## src/rtl/serial_subtractor.sv

```systemverilog
`default_nettype none
// ============================================================================
// Module : serial_subtractor
// Digit-serial two's-complement subtractor, diff = a - b - bin, DIGIT bits
// per clock, with start/busy/done handshake and bout/zero/ovf flags.
// Rev    : 1.0  initial release
// ============================================================================
module serial_subtractor #(
  parameter int WIDTH = 8,
  parameter int DIGIT = 1
) (
  input  logic             clk,
  input  logic             rst,
  input  logic             start,
  input  logic [WIDTH-1:0] a,
  input  logic [WIDTH-1:0] b,
  input  logic             bin,
  output logic             busy,
  output logic             done,
  output logic [WIDTH-1:0] diff,
  output logic             bout,
  output logic             zero,
  output logic             ovf
);

  localparam int N     = WIDTH / DIGIT;
  localparam int CNT_W = (N > 1) ? $clog2(N) : 1;
  localparam logic [CNT_W-1:0] C_LAST = CNT_W'(N - 1);

  typedef enum logic [1:0] {
    S_IDLE = 2'd0,
    S_RUN  = 2'd1,
    S_DONE = 2'd2
  } state_t;

  state_t           r_state;
  logic [WIDTH-1:0] r_a;
  logic [WIDTH-1:0] r_b;
  logic [WIDTH-1:0] r_res;
  logic             r_br;
  logic [CNT_W-1:0] r_cnt;

  int               w_base;
  logic [DIGIT-1:0] w_a_dig;
  logic [DIGIT-1:0] w_b_dig;
  logic [DIGIT-1:0] w_dig;
  logic [DIGIT:0]   w_br;
  logic [WIDTH-1:0] w_res;
  logic             w_ovf;

  always_comb begin
    w_base  = int'(r_cnt) * DIGIT;
    w_a_dig = r_a[w_base +: DIGIT];
    w_b_dig = r_b[w_base +: DIGIT];
  end

  // Full-subtractor cells, borrow rippling through the digit within one cycle.
  assign w_br[0] = r_br;
  generate
    for (genvar i = 0; i < DIGIT; i++) begin : g_bit
      assign w_dig[i]  = w_a_dig[i] ^ w_b_dig[i] ^ w_br[i];
      assign w_br[i+1] = (~w_a_dig[i] & (w_b_dig[i] | w_br[i])) | (w_b_dig[i] & w_br[i]);
    end
  endgenerate

  always_comb begin
    w_res = r_res;
    w_res[w_base +: DIGIT] = w_dig;
  end

  assign w_ovf = (r_a[WIDTH-1] != r_b[WIDTH-1]) && (w_res[WIDTH-1] != r_a[WIDTH-1]);

  always_ff @(posedge clk or posedge rst) begin
    if (rst) begin
      r_state <= S_IDLE;
      r_a     <= '0;
      r_b     <= '0;
      r_res   <= '0;
      r_br    <= 1'b0;
      r_cnt   <= '0;
      busy    <= 1'b0;
      done    <= 1'b0;
      diff    <= '0;
      bout    <= 1'b0;
      zero    <= 1'b0;
      ovf     <= 1'b0;
    end else begin
      case (r_state)
        S_IDLE, S_DONE: begin
          done <= 1'b0;
          if (start) begin
            r_a     <= a;
            r_b     <= b;
            r_br    <= bin;
            r_res   <= '0;
            r_cnt   <= '0;
            r_state <= S_RUN;
            busy    <= 1'b1;
          end else begin
            r_state <= S_IDLE;
            busy    <= 1'b0;
          end
        end
        S_RUN: begin
          r_res <= w_res;
          r_br  <= w_br[DIGIT];
          r_cnt <= r_cnt + 1'b1;
          // Result flags are published only when the last digit completes.
          if (r_cnt == C_LAST) begin
            diff    <= w_res;
            bout    <= w_br[DIGIT];
            zero    <= (w_res == '0);
            ovf     <= w_ovf;
            r_state <= S_DONE;
            busy    <= 1'b0;
            done    <= 1'b1;
          end
        end
        default: begin
          r_state <= S_IDLE;
          busy    <= 1'b0;
          done    <= 1'b0;
        end
      endcase
    end
  end

endmodule
`default_nettype wire

```

## config.mk

```make
export PLATFORM = sky130hd
export DESIGN_NAME = serial_subtractor
export DESIGN_NICKNAME = d
export VERILOG_FILES = /design/src/rtl/serial_subtractor.sv
export SDC_FILE = /design/constraint.sdc
export NUM_CORES = 1
export LEC_CHECK = 0
export CAP_MARGIN = 20
export CORE_MARGIN = 5
export CORE_UTILIZATION = 50
export DETAILED_ROUTE_END_ITERATION = 12
export PLACE_DENSITY_LB_ADDON = 0.08
export SYNTH_ARGS = -nofsm -noshare
export SYNTH_HDL_FRONTEND = slang
export SYNTH_SLANG_ARGS = --single-unit
```

## constraint.sdc

```tcl
create_clock -name clk -period 7.1 [get_ports clk]
set_clock_uncertainty 0.1 [all_clocks]
set_input_delay 0.71 -clock clk [delete_from_list [all_inputs] [get_ports clk]]
set_output_delay 0.71 -clock clk [all_outputs]
set_load 0.01 [all_outputs]
```

==> impl_metrics.csv <==
group,metric,value,unit
critical_path,cp.required,7.24,ns
route,route.final.wire_length,4520,um
critical_path,setup.worst_path.class,"flip-flop to flip-flop",
critical_path,cp_cell_sequence,"mux4_2 -> nand2_1 -> nand2_1 -> fa_1 -> and3b_1 -> nand4_1 -> o21ai_0 -> mux2_2",
final_layout,area_delta_synth_final,19.2,%
die,ioPinCount,33,
placed_design,placement.cell_area,2560,um^2
die,num_rows,24,
cts,buffer_type_at_the_clock_tree_root,"sky130_fd_sc_hd__clkbuf_8",
grt,via_count_of_the_first_global_routing_pass,1686,
sta,timing.final.hold_violations,0,
cts,clk_path_buf_depth,2,
pwr,static-leakage-power,1.21,nW
logic_synthesis,post_synth.cell_area_avg,9.72,um^2
cts,cts_made_buffers,5,
pwr,power_density,476,nW/um^2
die,fp.dieW,76.7,um
cts,clock_insertion_delay_worst_skew,0.29,ns
critical_path,worstReg2RegEnd,"diff[6]",
placed_design,gp_routability_congestion,0.788,
final_layout,number_of_diodes_added_for_antenna_fixing,0,
sta,setup_repair_after_global_routing_missed_its_margin,"no",
die,fp.coreArea,4320,um^2
grt,m2_gr_usage,0.273,
sta,slew_worst_pin,0.905,ns
critical_path,critical_path_peak_fanout,21,
logic_synthesis,synth_area,2230,um^2
die,die-area,5890,um^2
hold_path,hold_class,"flip-flop to flip-flop",
job,max-cap-violations,0,
critical_path,cp_data_arrival_time,3.56,ns
cts,post_cts_resize_count,0,
pwr,report.power.total,1.26,mW
critical_path,cp_top_family,"flip-flops",
final_layout,final_layout_size_suffix_gt1_frac,0.0814,
grt,grt_antenna_before_repair,0,
sta,min_period_over_period,0.482,
sta,relSlewSlack,0.397,
outcome,outcome,"completed",
route,routed_via_density,5.49,
grt,grtUsageTotal,0.163,
grt,grt_overflow,0,
final_layout,most_frequent_cells_in_the_layout,"sky130_fd_sc_hd__nand2_1 (64), sky130_fd_sc_hd__dfrtp_1 (42), sky130_fd_sc_hd__clkdlybuf4s50_1 (32)",
final_layout,final_cell_count_no_fill,310,
critical_path,register_to_register_path_depth,8,
logic_synthesis,seq_area_frac_synth,0.472,
critical_path,critPathMaxStageDelay,0.94,ns
sta,final.setup.tns,0,ns
cts,postCtsHoldBufs,0,
critical_path,start_kind,"flip-flop",
hold_path,startpoint_of_the_lowest_slack_hold_path,"diff[1]",
pwr,vdd_ir_drop_max,0.000213,V
logic_synthesis,synth_cells,229,
logic_synthesis,number_of_synthesized_flops_with_an_enable_pin,0,
route,firstDrtPassIters,4,
logic_synthesis,yosysUniqueCellTypes,46,
critical_path,critical_path_cell_with_the_highest_stage_delay,"sky130_fd_sc_hd__dfrtp_1",
logic_synthesis,post_synthesis_net_count,257,
logic_synthesis,synth-async-reset-ratio,1.00,
cts,tritoncts_num_sinks,42,
final_layout,fill_cells,370,
placed_design,number_of_instances_in_the_placed_design,302,
route,remaining_drc_errors,0,
cts,cts.repair_timing.setup_buffer_count,0,
grt,largest_net_degree_at_the_start_of_global_routing,43,
route,vias,1703,
critical_path,timing.rr.start,"r_cnt[0]",
final_layout,design_area,2650,um^2
sta,drv_slew,0,
die,height_of_the_chip,76.7,um
sta,timing.final.setup_violations,0,
die,start_util,0.515,
route,antenna_violating_nets_post_route,0,
logic_synthesis,yosys_warnings,0,
route,post_drt_wl_per_cell,14.6,um
logic_synthesis,synth.ff_latch_count,42,
placed_design,port_buffers,32,
critical_path,critPathBufInv,0,
grt,grt_pass1_wl,7800,um
route,detail_route.iter0.violations,130,
hold_path,timing.hold.worst_endpoint,"diff[1]",
grt,global_route.usage.met3,0.0386,
grt,grt.busiest_layer,"met2",
final_layout,design.final.nets,285,
grt,met1_usage,0.202,
critical_path,critical_path.most_common_cell,"sky130_fd_sc_hd__nand2_1",
cts,ctsHtreeMaxLevel,2,
cts,cts_tree,"yes",
hold_path,hold_path_depth,2,
logic_synthesis,synth_ff_type,"sky130_fd_sc_hd__dfrtp_1",
final_layout,mostFrequentLayoutCell,"sky130_fd_sc_hd__nand2_1",
sta,period_minus_slack,3.42,ns
placed_design,dp_hpwl,3180,um
critical_path,crit_path_end_kind,"flip-flop",
final_layout,layout.core_utilization,0.614,
cts,cts.reportedPaths.clkPinSlew,0.08,ns
sta,maximum_clock_frequency,0.292,GHz
critical_path,setup_slack_on_the_worst_flop_to_flop_path,3.68,ns
## report_power, final
group / switching (mW) / internal, mW
registers: 0.106 / 0.344
logic: 0.342 / 0.312
clock network: 0.0803 / 0.0785
## cell type report
class / count / area (um^2) / area share
flip-flops and latches: 42 / 1050 / 0.396
multi-input cells: 165 / 1080 / 0.406
inverters: 9 / 33.8 / 0.0127
well taps: 52 / 65.1 / 0.0245
clock inverters: 1 / 5.00 / 0.00189
clock buffers: 7 / 86.3 / 0.0325
repair buffers: 34 / 335 / 0.126
## worst reg2reg max path, delay by kind of cell, from the launching register on
kind,cells,cell delay [ns]
compound gates,1,0.34
fa+ha+maj,1,0.66
flops,1,0.94
mux,2,0.82
simple gates,4,0.52
## layer usage
layer | share of wire | wire length (um)
met1 | 0.45 | 2010
met3 | 0.051 | 230
met4 | 0.017 | 76
met2 | 0.49 | 2200
met5 | 0 | 0
## sequential cells by signal, indices dropped and copies added (netlist names)
register,cells
diff,8
r_a,8
r_b,8
r_res,8
r_cnt,3
bout,1
busy,1
done,1
ovf,1
r_br,1
r_state,1
zero,1
## cell usage after synthesis (2+ instances only)
library cell / number / area, um^2
sky130_fd_sc_hd__o211ai_1: 3 / 22.5
sky130_fd_sc_hd__a31oi_1: 3 / 18.8
sky130_fd_sc_hd__inv_1: 9 / 33.8
sky130_fd_sc_hd__ha_1: 7 / 87.6
sky130_fd_sc_hd__nand2_1: 64 / 240
sky130_fd_sc_hd__o31ai_1: 3 / 22.5
sky130_fd_sc_hd__nor2b_1: 3 / 18.8
sky130_fd_sc_hd__or2_2: 2 / 12.5
sky130_fd_sc_hd__a22o_1: 4 / 35.0
sky130_fd_sc_hd__o21a_1: 4 / 30.0
sky130_fd_sc_hd__nor2_1: 9 / 33.8
sky130_fd_sc_hd__clkbuf_1: 5 / 18.8
sky130_fd_sc_hd__dfrtp_1: 42 / 1050
sky130_fd_sc_hd__nand2b_1: 4 / 25.0
sky130_fd_sc_hd__mux4_2: 4 / 90.1
sky130_fd_sc_hd__o21ai_0: 18 / 90.1
sky130_fd_sc_hd__a21bo_1: 2 / 20.0
sky130_fd_sc_hd__mux2i_1: 2 / 20.0
sky130_fd_sc_hd__o22ai_1: 2 / 12.5
sky130_fd_sc_hd__o311ai_1: 3 / 26.3
sky130_fd_sc_hd__nand3_1: 3 / 15.0
sky130_fd_sc_hd__a21oi_1: 3 / 15.0
sky130_fd_sc_hd__nor4b_4: 2 / 47.6
sky130_fd_sc_hd__buf_2: 6 / 30.0
## worst max-delay path by stage
stage	start	to	slack, ns	cells past startpoint
global route	r_cnt[0]	diff[6]	3.40	8
finish	r_cnt[0]	diff[6]	3.68	8
floorplan	r_cnt[0]	ovf	4.12	10
CTS	r_cnt[0]	zero	3.68	8
detailed placement	r_cnt[0]	zero	3.69	8
global placement	r_cnt[0]	diff[6]	3.76	8
## per-stage QoR
step | setup WS [ns] | hold slack (ns)
finish | 3.68 | 0.379
global route | 3.40 | 0.404
CTS | 3.68 | 0.383
detailed placement | 3.69 | 0.364
global placement | 3.76 | 0.361
floorplan | 4.12 | 0.340
## logic make-up (layout without fill, tap and decap cells)
logic type | after synthesis | in the layout | synth area share
flops | 42 | 42 | 0.472
simple gates | 97 | 97 | 0.216
buf+inv | 22 | 51 | 0.0438
mux | 7 | 7 | 0.0545
fa+ha+maj | 8 | 8 | 0.0483
compound gates | 53 | 53 | 0.165
Power figures use the tool's default switching activity.
